$ cat src/rtl/instr_fetch_if.sv
// Fetch-side bus bundle: PC counter controls, instruction memory port and the
// IR valid/ready handshake towards execute control.
interface instr_fetch_if #(
  parameter int W = 16
);
  logic         Run;
  logic [W-1:0] PC;
  logic [W-1:0] MemData;
  logic [W-1:0] MemAddr;
  logic         PCIncr;
  logic         PCLoad;
  logic [W-1:0] PCTarget;
  logic [W-1:0] IR;
  logic         IRValid;
  logic         IRReady;
  logic         BranchReq;
  logic [W-1:0] BranchAddr;
  logic         Busy;

  modport master (
    input  Run, PC, MemData, IRReady, BranchReq, BranchAddr,
    output MemAddr, PCIncr, PCLoad, PCTarget, IR, IRValid, Busy
  );

  modport slave (
    output Run, PC, MemData, IRReady, BranchReq, BranchAddr,
    input  MemAddr, PCIncr, PCLoad, PCTarget, IR, IRValid, Busy
  );
endinterface

$ cat src/rtl/instr_fetch.sv
// Instruction-fetch sequencer: issues PC to memory, waits MEM_LATENCY edges,
// captures IR and hands it to execute over valid/ready; handles redirects.
module instr_fetch #(
  parameter int MEM_LATENCY = 2,
  parameter int W           = 16
) (
  input  logic           Clock,
  input  logic           Resetn,
  instr_fetch_if.master  bus
);

  typedef enum logic [2:0] {
    S_IDLE,
    S_ISSUE,
    S_WAIT,
    S_HOLD,
    S_REDIR
  } state_e;

  state_e       state_q, state_d;
  logic [2:0]   cnt_q, cnt_d;
  logic [W-1:0] mem_addr_q, mem_addr_d;
  logic [W-1:0] ir_q, ir_d;
  logic [W-1:0] pc_target_q, pc_target_d;
  logic         ir_valid_q, ir_valid_d;
  logic         pc_incr_q, pc_incr_d;
  logic         pc_load_q, pc_load_d;
  logic         busy_q, busy_d;

  logic handshake;
  logic branch;

  assign handshake = ir_valid_q && bus.IRReady;
  assign branch    = bus.BranchReq &&
                     (state_q == S_ISSUE || state_q == S_WAIT || state_q == S_HOLD);

  // NOTE: every signal gets a default before the case so no path leaves it unassigned (no latches).
  always_comb begin
    state_d     = state_q;
    cnt_d       = cnt_q;
    mem_addr_d  = mem_addr_q;
    ir_d        = ir_q;
    pc_target_d = pc_target_q;
    ir_valid_d  = ir_valid_q;
    pc_incr_d   = 1'b0;
    pc_load_d   = 1'b0;

    if (branch) begin
      // Redirect abandons whatever is in flight; a same-edge handshake still
      // consumes IR since IRValid drops here either way.
      state_d     = S_REDIR;
      pc_target_d = bus.BranchAddr;
      ir_valid_d  = 1'b0;
      pc_load_d   = 1'b1;
    end else begin
      unique case (state_q)
        S_IDLE: begin
          if (bus.Run) state_d = S_ISSUE;
        end
        S_ISSUE: begin
          mem_addr_d = bus.PC;
          cnt_d      = 3'(MEM_LATENCY);
          state_d    = S_WAIT;
        end
        S_WAIT: begin
          cnt_d = cnt_q - 3'd1;
          if (cnt_q == 3'd1) begin
            ir_d       = bus.MemData;
            ir_valid_d = 1'b1;
            pc_incr_d  = 1'b1;
            state_d    = S_HOLD;
          end
        end
        S_HOLD: begin
          if (handshake) begin
            ir_valid_d = 1'b0;
            state_d    = bus.Run ? S_ISSUE : S_IDLE;
          end
        end
        S_REDIR: begin
          state_d = S_ISSUE;
        end
        default: state_d = S_IDLE;
      endcase
    end

    busy_d = (state_d != S_IDLE);
  end

  // NOTE: sequential state uses non-blocking assignments so all flops update from pre-edge values.
  always_ff @(posedge Clock or negedge Resetn) begin
    if (!Resetn) begin
      state_q     <= S_IDLE;
      cnt_q       <= '0;
      mem_addr_q  <= '0;
      ir_q        <= '0;
      pc_target_q <= '0;
      ir_valid_q  <= 1'b0;
      pc_incr_q   <= 1'b0;
      pc_load_q   <= 1'b0;
      busy_q      <= 1'b0;
    end else begin
      state_q     <= state_d;
      cnt_q       <= cnt_d;
      mem_addr_q  <= mem_addr_d;
      ir_q        <= ir_d;
      pc_target_q <= pc_target_d;
      ir_valid_q  <= ir_valid_d;
      pc_incr_q   <= pc_incr_d;
      pc_load_q   <= pc_load_d;
      busy_q      <= busy_d;
    end
  end

  assign bus.MemAddr  = mem_addr_q;
  assign bus.IR       = ir_q;
  assign bus.PCTarget = pc_target_q;
  assign bus.IRValid  = ir_valid_q;
  assign bus.PCIncr   = pc_incr_q;
  assign bus.PCLoad   = pc_load_q;
  assign bus.Busy     = busy_q;

  cfg_latency_legal: assert property (@(posedge Clock) (MEM_LATENCY >= 1 && MEM_LATENCY <= 7))
    else $error("instr_fetch: MEM_LATENCY %0d outside 1..7", MEM_LATENCY);

endmodule

$ cat src/flat_wrapper.sv
// flat-port wrapper written by rule: the top's interface ports become plain ports
module instr_fetch_flat 
#(
  parameter int MEM_LATENCY = 2,
  parameter int W           = 16
)
  (Clock, Resetn, bus_Run, bus_PC, bus_MemData, bus_IRReady, bus_BranchReq, bus_BranchAddr, bus_MemAddr, bus_PCIncr, bus_PCLoad, bus_PCTarget, bus_IR, bus_IRValid, bus_Busy);
  instr_fetch_if #(.W(W)) bus_i ();
  input  logic Clock;
  input  logic Resetn;
  input wire logic [$bits(bus_i.Run)-1:0] bus_Run;
  input wire logic [$bits(bus_i.PC)-1:0] bus_PC;
  input wire logic [$bits(bus_i.MemData)-1:0] bus_MemData;
  input wire logic [$bits(bus_i.IRReady)-1:0] bus_IRReady;
  input wire logic [$bits(bus_i.BranchReq)-1:0] bus_BranchReq;
  input wire logic [$bits(bus_i.BranchAddr)-1:0] bus_BranchAddr;
  output wire logic [$bits(bus_i.MemAddr)-1:0] bus_MemAddr;
  output wire logic [$bits(bus_i.PCIncr)-1:0] bus_PCIncr;
  output wire logic [$bits(bus_i.PCLoad)-1:0] bus_PCLoad;
  output wire logic [$bits(bus_i.PCTarget)-1:0] bus_PCTarget;
  output wire logic [$bits(bus_i.IR)-1:0] bus_IR;
  output wire logic [$bits(bus_i.IRValid)-1:0] bus_IRValid;
  output wire logic [$bits(bus_i.Busy)-1:0] bus_Busy;
  assign bus_i.Run = bus_Run;
  assign bus_i.PC = bus_PC;
  assign bus_i.MemData = bus_MemData;
  assign bus_i.IRReady = bus_IRReady;
  assign bus_i.BranchReq = bus_BranchReq;
  assign bus_i.BranchAddr = bus_BranchAddr;
  assign bus_MemAddr = bus_i.MemAddr;
  assign bus_PCIncr = bus_i.PCIncr;
  assign bus_PCLoad = bus_i.PCLoad;
  assign bus_PCTarget = bus_i.PCTarget;
  assign bus_IR = bus_i.IR;
  assign bus_IRValid = bus_i.IRValid;
  assign bus_Busy = bus_i.Busy;
  instr_fetch #(.MEM_LATENCY(MEM_LATENCY), .W(W)) u_core (.Clock(Clock), .Resetn(Resetn), .bus(bus_i));
endmodule
$ cat config.mk
export PLATFORM = sky130hd
export DESIGN_NAME = instr_fetch_flat
export DESIGN_NICKNAME = d
export VERILOG_FILES = /design/src/rtl/instr_fetch_if.sv /design/src/rtl/instr_fetch.sv /design/src/flat_wrapper.sv
export SDC_FILE = /design/constraint.sdc
export NUM_CORES = 1
export LEC_CHECK = 0
export ABC_AREA = 1
export CAP_MARGIN = 20
export CORE_ASPECT_RATIO = 1.2
export CORE_MARGIN = 5
export CORE_UTILIZATION = 39
export CTS_BUF_LIST = sky130_fd_sc_hd__clkbuf_4 sky130_fd_sc_hd__clkbuf_8
export CTS_CLUSTER_DIAMETER = 40
export DETAILED_ROUTE_END_ITERATION = 7
export PLACE_DENSITY = 0.78
export REMOVE_ABC_BUFFERS = 1
export SETUP_SLACK_MARGIN = 0.3
export SYNTH_ARGS = -nofsm -noshare
export SYNTH_HDL_FRONTEND = slang
export SYNTH_SLANG_ARGS = --single-unit
$ cat constraint.sdc
create_clock -name Clock -period 1.4 [get_ports Clock]
set_input_delay 0.28 -clock Clock [delete_from_list [all_inputs] [get_ports Clock]]
set_output_delay 0.28 -clock Clock [all_outputs]
set_load 0.03 [all_outputs]
==> summary.md, run 1 <==
| Metric | Value |
|---|---|
| GRT Util Overall | 17.60% |
| Final Util | 75.85% |
| Nets@finish | 486 |
| Top Ports | 105 |
| Switching power | 4.277 mW |
| Antenna Cells | 0 |
| Required time of the critical path | 1.62 ns |
| Layout Area Growth over Synthesis | 91.39% |
| Crit-path max FO | 5 |
| Maximum clock insertion buffer count | 2 |
| Mapped Cells | 270 |
| GRT overflow | 0 |
| Die area | 7734 um2 |
| Hold EP | u_core.state_q[2]$_DFF_PN0_ |
| Remaining DRCs | 0 |
| Synth Area in XOR/XNOR | 0.3700% |
| Compound-cell area share of the yosys netlist | 5.180% |
| Cell taking the most area after synthesis | dfrtp_1 |
| Mux share of post-synthesis cell area | 0% |
| WL per Instance | 14.86 um |
| Comb power frac | 55.7% |
| Fin crit share | 91.14% |
| Relative slew margins | 78.93% |
| CTS buffer count | 9 |
| Sequential power share | 29.1% |
| Post-synth ARST share | 100.0% |
| GP Congestion | 0.8403 |
| Synth top cells by count | 133 x nand2_1, 58 x dfrtp_1, 25 x inv_1 |
| Clk pin slew, worst setup/hold paths | 0.06 ns |
| Final number of max-transition violations | 0 |
| Rows | 31 |
| Top cells by area in the synthesized netlist | dfrtp_1 61%, nand2_1 21%, o21ai_0 4.0%, inv_1 4.0%, buf_2 1.1% |
| PnR worst setup slack | 0.1241 ns |
| Unrepaired setup endpoints after global routing | yes |
| Synthesized flop and latch total | 58 |
| Power Density | 2302 nW/um2 |
| Mean Syn Cell Area | 8.768 um2 |
| Total number of vias | 2374 |
| Max-cap violations | 0 |
| Share of the synthesized area in the top cell type | 61.31% |
| Adder-cell share of the synthesized area | 1.057% |
| Top_reg_cell synth | dfrtp_1 |
| Largest net degree at the start of global routing | 59 |
| Worst setup path class | register to register |
| Detailed Route WL | 7.682 mm |
| WHS | 0.4613 ns |
| Initial antenna violation count | 0 |
| Status | complete, no violations |
| Internal power | 6.154 mW |
| Sequential element share of the synthesized area | 61.31% |
| Finish-stage setup viols | 0 |
| Worst Hold Class | input pin to register |
| Vias in the first global route | 2304 |
| Reg-to-Reg Start | u_core.cnt_q[0]$_DFFE_PN0P_ |
| Largest family of logic cells by synthesized area | simple AND/OR/NAND/NOR gates |
| Max Fclk | 783.8 MHz |
| Worst reg2reg setup slack | 0.12 ns |
| Root Buffer | clkbuf_8 |
| H-tree Lvls | 3 |
| Peak supply drop | 1.204 mV |
| Most frequent cell after synthesis | nand2_1 |
| Kind of start point of the critical path | register |
| Post-DP HPWL | 4.299 mm |
| CTS tree | built |
| Final Skew | 0.005297 ns |
| Endpoint of the worst-slack reg-to-reg timing path | u_core.bus.IR[8]$_DFFE_PN0P_ |
| Post-synth EDFFs | 0 |
| I/O Buffers | 104 |
| Global-route wire length before repair | 10.25 mm |
| Die W | 81.12 um |
| Mapped cell area | 2367 um2 |
| Via density | 4.592 |
| Shortest period the worst path allows | 1.276 ns |
| HP Start | bus_BranchReq |
| Reg2Reg Depth | 7 |
| DRT iter0 DRCs | 102 |
| First-pass DRT Iterations | 4 |
| Die height | 95.35 um |
| Syn. warnings | 0 |
| Hold Vio Cnt, Final | 0 |
| Pre-CTS WS | -0.1275 ns |
| Clk sinks | 58 |
| Layout cells sized above 1 | 43.45% |
| Starting Density | 39.63% |
| PnR Total Power | 10.43 mW |
| Unique cell type count in the Yosys netlist | 22 |
| CP arrival | 1.49 ns |
| Hold Crit Depth | 3 |
| Lkg Pwr | 2.339 nW |
| Crit end category | register |
| Post-Synth Simple-Gate Area | 25.16% |
| Clk pwr share | 15.2% |
| Antenna-violating nets left | 0 |
| Sw frac | 41.00% |
| Setup TNS | 0 ns |
| Core Area | 5973 um2 |
| Worst slew pin tran | 0.3161 ns |
| Clock Latency Late Sink | 0.32 ns |
[per-stage QoR]
step	instances	cell area (um2)
2_1_floorplan	262	2315
3_3_place_gp	458	3566
3_5_place_dp	458	3566
4_1_cts	487	3990
5_1_grt	517	4531
6_report	517	4531
[power by group through the flow]
stage | clock (mW) | sequential [mW] | combinational (mW)
after floorplan | 0 | 4.06 | 1.00
after global placement | 0 | 2.80 | 4.09
after detailed placement | 0 | 2.81 | 4.18
after CTS | 1.63 | 2.93 | 4.64
after global routing | 1.72 | 3.10 | 6.17
final | 1.59 | 3.04 | 5.80
[flip-flops by register name, summed over array words and instances (netlist names)]
| signal | cells |
|---|---|
| u_core.bus.PCLoad | 1 |
| u_core.cnt_q | 3 |
| u_core.bus.PCTarget | 16 |
| u_core.bus.Busy | 1 |
| u_core.bus.IR | 16 |
| u_core.state_q | 3 |
| u_core.bus.IRValid | 1 |
| u_core.bus.MemAddr | 16 |
| u_core.bus.PCIncr | 1 |
[per-layer routing]
layer / vias to the layer above / track usage (%) / wire length [um]
li1: 1139 / - / -
met1: 1139 / 18.79 / 2717
met2: 77 / 31.37 / 4310
met3: 19 / 4.915 / 421
met4: 0 / 8.873 / 232
met5: - / 0 / 0
[kinds of logic after synthesis]
group	after synthesis
simple gates	148
flops	58
xor+xnor	1
fa+ha+maj	2
buf+inv	37
compound gates	24
[final cells by class]
type                    count  area, um2
repair buffers            158       1630
flip-flops and latches     58       1454
fillers                   418       1443
multi-input cells         175       1015
clock buffers              13      172.7
inverters                  29      121.4
well taps                  82      102.6
clock inverters             2      35.03
[worst max-delay path by stage]
stage                                         end  cells after the start                   startpoint  slack (ns)
6_report             u_core.bus.IR[8]$_DFFE_PN0P_                      7  u_core.cnt_q[0]$_DFFE_PN0P_        0.12
4_1_cts              u_core.bus.IR[7]$_DFFE_PN0P_                      8  u_core.cnt_q[1]$_DFFE_PN0P_        0.16
3_3_place_gp   u_core.bus.MemAddr[11]$_DFFE_PN0P_                      6                bus_BranchReq       -0.08
5_1_grt              u_core.bus.IR[8]$_DFFE_PN0P_                      8  u_core.cnt_q[1]$_DFFE_PN0P_        0.04
3_5_place_dp            u_core.bus.Busy$_DFF_PN0_                      6                bus_BranchReq       -0.13
2_1_floorplan      u_core.bus.IRValid$_DFFE_PN0P_                      6  u_core.state_q[2]$_DFF_PN0_       -0.29
[placed cells by master (no fill, tap or decap), types with 2 or more instances in the layout]
cell type,Yosys,final
a21oi_1,4,2
buf_12,0,4
buf_4,1,38
buf_6,0,60
clkbuf_16,0,2
clkbuf_8,0,12
clkdlybuf4s50_1,0,50
dfrtp_1,58,56
dfrtp_2,0,2
inv_1,25,21
inv_2,3,4
inv_4,1,3
nand2_1,133,100
nand2_2,1,19
nand2_4,0,15
nand3_1,5,5
nand3_4,1,2
nor2_2,0,3
nor2_4,1,2
o21ai_0,19,2
o21ai_1,0,5
o21ai_2,0,12
[critical path, stage by stage, from the launching register on]
cell and delay, ns:
dfrtp_1 0.41, ha_4 0.16, inv_4 0.04, nor2_4 0.13, nand3_4 0.13, buf_6 0.17, nand2_1 0.07, nand2_1 0.06
[timing repair]
action                                 in CTS  in global routing
pin swaps                                   0                 11
cloned                                      3                  3
resized for setup                         382                 96
setup endpoints to repair                 109                108
setup buffers                              10                 27
hold buffers                                1                  0
endpoints found under the hold margin      58                  0
Note: power is estimated with default switching activity, not from simulation.
==> inputs of run 2 (changes only) <==
CORE_UTILIZATION = 42   (was 39)
PLACE_DENSITY = 0.8   (was 0.78)
clock period = 1.3 ns   (was 1.4 ns; I/O delays follow)
==> run 2 against run 1 <==
Compared with the run above:
- sequential power up 9.2%
- non-clock buffer count up 16
- hold slack worse by 0.011 ns
- largest cell class unchanged
- sequential share of layout area shrank 2.2 points
- power increased by 19%
- the flow now finishes with violations (setup timing)
- global-route usage grew 5.0 points
==> summary.md, run 2 (same netlist as run 1, synthesis figures left out) <==
| Metric | Value |
|---|---|
| Status | finished with violations |
| Violated checks | setup timing |
| Internal power | 7.137 mW (+16%) |
| Placed insts | 444 (-3.1%) |
| Reg-to-Reg Start | u_core.state_q[0]$_DFF_PN0_ |
| GP Congestion | 0.8615 (+2.5%) |
| Clk pin slew, worst setup/hold paths | 0.07 ns (about the same) |
| I/O Buffers | 104 (unchanged) |
| Area occupied by multi-input gates | 1157 um2 (+14%) |
| Antenna Cells | 0 (unchanged) |
| Power Density | 2544 nW/um2 (+11%) |
| Total number of vias | 2658 (+12%) |
| Switching power | 5.243 mW (+23%) |
| Crit. Startpoint | u_core.state_q[0]$_DFF_PN0_ |
| Max Fclk | 751.5 MHz (-4.1%) |
| Remaining DRCs | 0 (unchanged) |
| Lkg Pwr | 2.511 nW (+7.3%) |
| Initial antenna violation count | 0 (unchanged) |
| Worst slew pin tran | 0.3192 ns (+0.003108 ns) |
| Via density | 5.141 (+12%) |
| Sw frac | 42.35% (+1.3 points) |
| Rows | 30 (-3.2%) |
| PnR worst setup slack | -0.03070 ns (-0.1548 ns) |
| CTS buffer count | 9 (unchanged) |
| Max-cap violations | 0 (unchanged) |
| Commonest cells after routing, fill and taps aside | 75 x nand2_1, 63 x buf_6, 54 x dfrtp_1 |
| Fin crit share | 102.4% (+11 points) |
| Endpoint of the worst-slack reg-to-reg timing path | u_core.bus.IR[13]$_DFFE_PN0P_ |
| Post-DP HPWL | 4.448 mm (+3.5%) |
| Clk pwr share | 15.7% (+0.5 points) |
| CTS tree | built |
| Unrepaired setup endpoints after global routing | yes |
| Largest net degree at the start of global routing | 59 (unchanged) |
| Comb power frac | 57.5% (+1.8 points) |
| Required time of the critical path | 1.52 ns (-0.10 ns) |
| Sequential cell area | 1456 um2 (+0.17%) |
| H-tree Lvls | 3 (unchanged) |
| Nets@finish | 503 (+3.5%) |
| Worst setup path class | register to register |
| Clk sinks | 58 (unchanged) |
| Critical Path Sink | u_core.bus.IR[13]$_DFFE_PN0P_ |
| Crit end category | register |
| Relative slew margins | 78.72% (-0.21 points) |
| Final Skew | 0.009776 ns (+0.004478 ns) |
| Final Non-Filler Cells | 517 (unchanged) |
| Layout Area Growth over Synthesis | 105.5% |
| Starting Density | 42.61% (+3.0 points) |
| Final number of max-transition violations | 0 (unchanged) |
| Layout cells sized above 1 | 52.54% (+9.1 points) |
| First-pass DRT Iterations | 4 (unchanged) |
| # fillers | 250 (-40%) |
| Vias in the first global route | 2511 (+9.0%) |
| Sequential power share | 26.8% (-2.3 points) |
| Antenna-violating nets left | 0 (unchanged) |
| Die W | 78.54 um (-3.2%) |
| Detailed Route WL | 9.896 mm (+29%) |
| GRT overflow | 0 (unchanged) |
| Die area | 7244 um2 (-6.3%) |
| Top Ports | 105 (unchanged) |
| Peak supply drop | 1.584 mV (+32%) |
| Worst Hold Class | input pin to register |
| Core Area | 5555 um2 (-7.0%) |
| Reg2Reg Depth | 6 (-1) |
| DRT iter0 DRCs | 218 (+110%) |
| Pre-CTS WS | -0.2510 ns (-0.1235 ns) |
| Kind of start point of the critical path | register |
| Most common cell after layout, fill and taps aside | nand2_1 |
| Hold Vio Cnt, Final | 0 (unchanged) |
| Maximum clock insertion buffer count | 2 (unchanged) |
| Clock Latency Late Sink | 0.33 ns (about the same) |
| Global-route wire length before repair | 12.64 mm (+23%) |
| WL per Instance | 19.14 um (+29%) |
| Shortest period the worst path allows | 1.331 ns (+0.05480 ns) |
| GRT Util Overall | 22.59% (+5.0 points) |
| CP arrival | 1.55 ns (+0.06 ns) |
| Finish-stage setup viols | 26 (+26) |
| Root Buffer | clkbuf_8 |
| Die height | 92.24 um (-3.3%) |
| Worst reg2reg setup slack | -0.03 ns (-0.15 ns) |
| Crit-path max FO | 6 (+1) |
==> run 2: cell types whose count changed in the layout (fill, tap and decap cells not counted), moves of 3 or more <==
| cell | change |
|---|---|
| buf_6 | +3 |
| nand3_1 | -3 |
| nand2_2 | +18 |
| nand2_4 | +7 |
| nand2_1 | -25 |
| buf_4 | +9 |
| buf_8 | +3 |
==> run 2: worst max-delay path, cell delays in order (launching register included) <==
cell and delay [ns]:
dfrtp_2 0.48, buf_4 0.17, nor2_4 0.14, nand3_4 0.13, buf_4 0.18, nand2_1 0.06, nand2_1 0.06
==> run 2: final cells by class <==
| class | count | share of cell area [%] |
|---|---|---|
| clock buffer | 12 | 3.137 |
| timing repair buffer | 174 | 36.92 |
| sequential | 58 | 29.93 |
| timing repair inverter | 1 | 0.3343 |
| tap | 64 | 1.646 |
| inverter | 29 | 2.700 |
| clock inverter | 4 | 1.543 |
| multi-input combinational | 175 | 23.79 |
==> run 2: routing by layer <==
layer	wire, um	GRT usage, %	share of wire (%)	vias to the layer above
met5	0	0	0	-
met4	454	13.85	4.6	0
met3	487	3.340	4.9	41
met2	5415	39.59	55	126
met1	3538	25.50	36	1315
li1	-	-	-	1176
==> run 2: worst min path at each step <==
| stage | endpoint | cells past startpoint | startpoint |
|---|---|---|---|
| 6_report | u_core.bus.IR[8]$_DFFE_PN0P_ | 3 | bus_MemData[8] |
| 3_3_place_gp | u_core.bus.PCTarget[3]$_DFFE_PN0P_ | 2 | Resetn |
| 3_5_place_dp | u_core.bus.PCTarget[9]$_DFFE_PN0P_ | 2 | Resetn |
| 4_1_cts | u_core.bus.IR[8]$_DFFE_PN0P_ | 3 | bus_MemData[8] |
| 5_1_grt | u_core.bus.IR[7]$_DFFE_PN0P_ | 3 | bus_MemData[7] |
| 2_1_floorplan | u_core.bus.Busy$_DFF_PN0_ | 0 | Resetn |
==> run 2: through the flow <==
stage	hold WS [ns]	TNS [ns]	cell area, um2	utilization (%)	total power, mW
after floorplan	-0.03559	-8.901	2315	-	5.448
after global placement	0.2859	-8.814	3536	63.65	7.412
after detailed placement	0.2885	-9.770	3536	63.65	7.518
after CTS	0.4427	0	4254	76.58	10.73
after global routing	0.4588	-1.742	4866	87.59	12.94
final	0.4506	-0.2934	4866	87.59	12.38
==> run 2: repair_timing <==
item	in CTS	in global routing
hold buffers	1	0
cloned	4	4
setup endpoints to repair	109	110
setup buffers	22	26
hold endpoints to repair	58	0
resized for setup	293	120
pin swaps	8	18
==> run 2: power by group through the flow <==
stage	combinational (mW)	sequential, mW	clock, mW
4_1_cts	5.63	3.18	1.92
5_1_grt	7.48	3.40	2.07
3_3_place_gp	4.37	3.04	0
2_1_floorplan	1.08	4.37	0
6_report	7.12	3.32	1.94
3_5_place_dp	4.47	3.05	0
==> inputs of run 3 (changes only) <==
clock period = 1.4 ns   (was 1.3 ns; I/O delays follow)
==> run 3 against run 2 <==
Compared with the run above:
- the flow now finishes without violations
- sequential share of layout area rose by 0.79 points
- sequential power fell by 9.0%
- final area fell by 2.8%
- combinational power fell by 10%
- setup slack improved by 0.052 ns
- largest power group unchanged
- highest routed layer unchanged
==> summary.md, run 3 (same netlist as run 1, synthesis figures left out) <==
| Metric | Value |
|---|---|
| Total number of vias | 2489 (-6.4%) |
| Nets@finish | 502 (-0.20%) |
| CP arrival | 1.60 ns (+0.05 ns) |
| Crit-path max FO | 6 (unchanged) |
| CP max stage cell | dfrtp_1 |
| Crit. Startpoint | u_core.cnt_q[1]$_DFFE_PN0P_ |
| CTS tree | built |
| Vias in the first global route | 2483 (-1.1%) |
| Top Ports | 105 (unchanged) |
| Clock Latency Late Sink | 0.33 ns (about the same) |
| Critical path, cell by cell | inv_2 > ha_4 > inv_4 > nor2_4 > nand3_4 > buf_12 > nand2_2 > nand2_1 |
| Required time of the critical path | 1.62 ns (+0.10 ns) |
| Worst reg2reg setup slack | 0.02 ns (+0.05 ns) |
| # fillers | 288 (+15%) |
| Die W | 78.54 um (unchanged) |
| Core Area | 5555 um2 (unchanged) |
| Remaining DRCs | 0 (unchanged) |
| WHS | 0.4837 ns (+0.03310 ns) |
| Via density | 4.833 (-6.0%) |
| Unrepaired setup endpoints after global routing | yes |
| Status | complete, no violations |
| Most common cell after layout, fill and taps aside | nand2_1 |
| Fin crit share | 98.48% (-3.9 points) |
| PnR Total Power | 11.02 mW (-11%) |
| First-pass DRT Iterations | 4 (unchanged) |
| Antenna Cells | 0 (unchanged) |
| Rows | 30 (unchanged) |
| CTS buffer count | 9 (unchanged) |
| WL per Instance | 16.78 um (-12%) |
| Post-DP Area | 3528 um2 (-0.21%) |
| Antenna-violating nets left | 0 (unchanged) |
| GRT overflow | 0 (unchanged) |
| Relative slew margins | 77.45% (-1.3 points) |
| Worst Hold Class | input pin to asynchronous set/reset pin |
| Final Util | 85.18% (-2.4 points) |
| Setup TNS | 0 ns (+0.2934 ns) |
| Design area | 4732 um2 (-2.8%) |
| Layout cells sized above 1 | 48.78% (-3.8 points) |
| I/O Buffers | 104 (unchanged) |
| Worst setup path class | register to register |
| Starting Density | 42.61% (unchanged) |
| GRT Util Overall | 22.20% (-0.39 points) |
| Largest net degree at the start of global routing | 59 (unchanged) |
| Reg-to-Reg Start | u_core.cnt_q[1]$_DFFE_PN0P_ |
| Post-DP HPWL | 4.470 mm (+0.48%) |
| Delay-heaviest family, CP | simple AND/OR/NAND/NOR gates |
| DRT iter0 DRCs | 103 (-53%) |
| Die height | 92.24 um (unchanged) |
| Kind of start point of the critical path | register |
| Hold Vio Cnt, Final | 0 (unchanged) |
| Clk pin slew, worst setup/hold paths | 0.07 ns (about the same) |
| Maximum clock insertion buffer count | 2 (unchanged) |
| Max-cap violations | 0 (unchanged) |
| Lkg Pwr | 2.448 nW (-2.5%) |
| Power Density | 2330 nW/um2 (-8.4%) |
| Finish-stage setup viols | 0 (-100%) |
| Peak supply drop | 1.401 mV (-12%) |
| Detailed Route WL | 8.642 mm (-13%) |
| Root Buffer | clkbuf_8 |
| H-tree Lvls | 3 (unchanged) |
| Critical Path Sink | u_core.bus.IR[6]$_DFFE_PN0P_ |
| Global-route wire length before repair | 12.25 mm (-3.1%) |
| Initial antenna violation count | 0 (unchanged) |
| Die area | 7244 um2 (unchanged) |
| Critical path depth in cells | 8 (+2) |
| Crit end category | register |
| Largest stage delay on the critical path | 0.39 ns (-0.09 ns) |
| Worst slew pin tran | 0.3382 ns (+0.01896 ns) |
| Shortest period the worst path allows | 1.379 ns (+0.04804 ns) |
| Reg2Reg Depth | 8 (+2) |
| Endpoint of the worst-slack reg-to-reg timing path | u_core.bus.IR[6]$_DFFE_PN0P_ |
| Layout Area Growth over Synthesis | 99.89% |
| Final number of max-transition violations | 0 (unchanged) |
| Final Skew | 0.01172 ns (+0.001940 ns) |
| Max Fclk | 725.3 MHz (-3.5%) |
| GP Congestion | 0.8662 (+0.55%) |
| Crit path buf inv count | 3 (+1) |
| Clk sinks | 58 (unchanged) |
| Commonest cells after routing, fill and taps aside | 85 x nand2_1, 68 x buf_6, 56 x dfrtp_1 |
[run 3: final cells by class]
class	count	area, um2	share of cell area [%]
well taps	64	80.08	1.692
clock buffers	13	172.7	3.649
multi-input cells	175	1086	22.95
flip-flops and latches	58	1454	30.72
clock inverters	2	35.03	0.7403
repair buffers	174	1785	37.73
inverters	29	118.9	2.512
[run 3: worst min-delay path by stage]
stage	slack [ns]	start	to	cells after the start
6_report	0.48	Resetn	u_core.bus.PCTarget[3]$_DFFE_PN0P_	3
3_5_place_dp	0.31	Resetn	u_core.bus.PCTarget[3]$_DFFE_PN0P_	2
3_3_place_gp	0.30	Resetn	u_core.bus.PCTarget[3]$_DFFE_PN0P_	2
2_1_floorplan	-0.02	Resetn	u_core.bus.Busy$_DFF_PN0_	0
4_1_cts	0.47	bus_MemData[2]	u_core.bus.IR[2]$_DFFE_PN0P_	3
5_1_grt	0.48	bus_MemData[8]	u_core.bus.IR[8]$_DFFE_PN0P_	3
[run 3: worst min-delay path: stages]
cell and delay [ns]:
dlygate4sd3_1 0.52, buf_2 0.12, buf_12 0.28
[run 3: power by group]
part | leakage (nW) | internal [mW] | total [mW] | switching (mW)
logic | 1.59 | 3.09 | 6.39 | 3.30
clock network | 0.109 | 0.976 | 1.61 | 0.631
registers | 0.745 | 2.39 | 3.02 | 0.632
[run 3: metal layers]
layer  track usage, %  vias to the layer above  share of wire [%]
met4            11.22                        0                3.4
met1            23.46                     1185                 35
met2            41.50                       98                 58
met5                0                        -                  0
li1                 -                     1176                  -
met3            3.733                       30                3.7
[run 3: metrics by stage]
stage	cells	setup slack, ns
detailed placement	438	-0.1756
floorplan	262	-0.2890
global placement	438	-0.1353
CTS	483	0.1245
finish	515	0.02126
global route	515	-0.04295
[run 3: what timing repair did]
| action | in CTS | in global routing |
|---|---|---|
| hold endpoints to repair | 58 | 0 |
| resized for setup | 476 | 34 |
| hold buffers | 1 | 0 |
| endpoints found under the setup margin | 109 | 108 |
| cloned | 7 | 1 |
| buffers inserted | 22 | 31 |
| pin swaps | 34 | 21 |
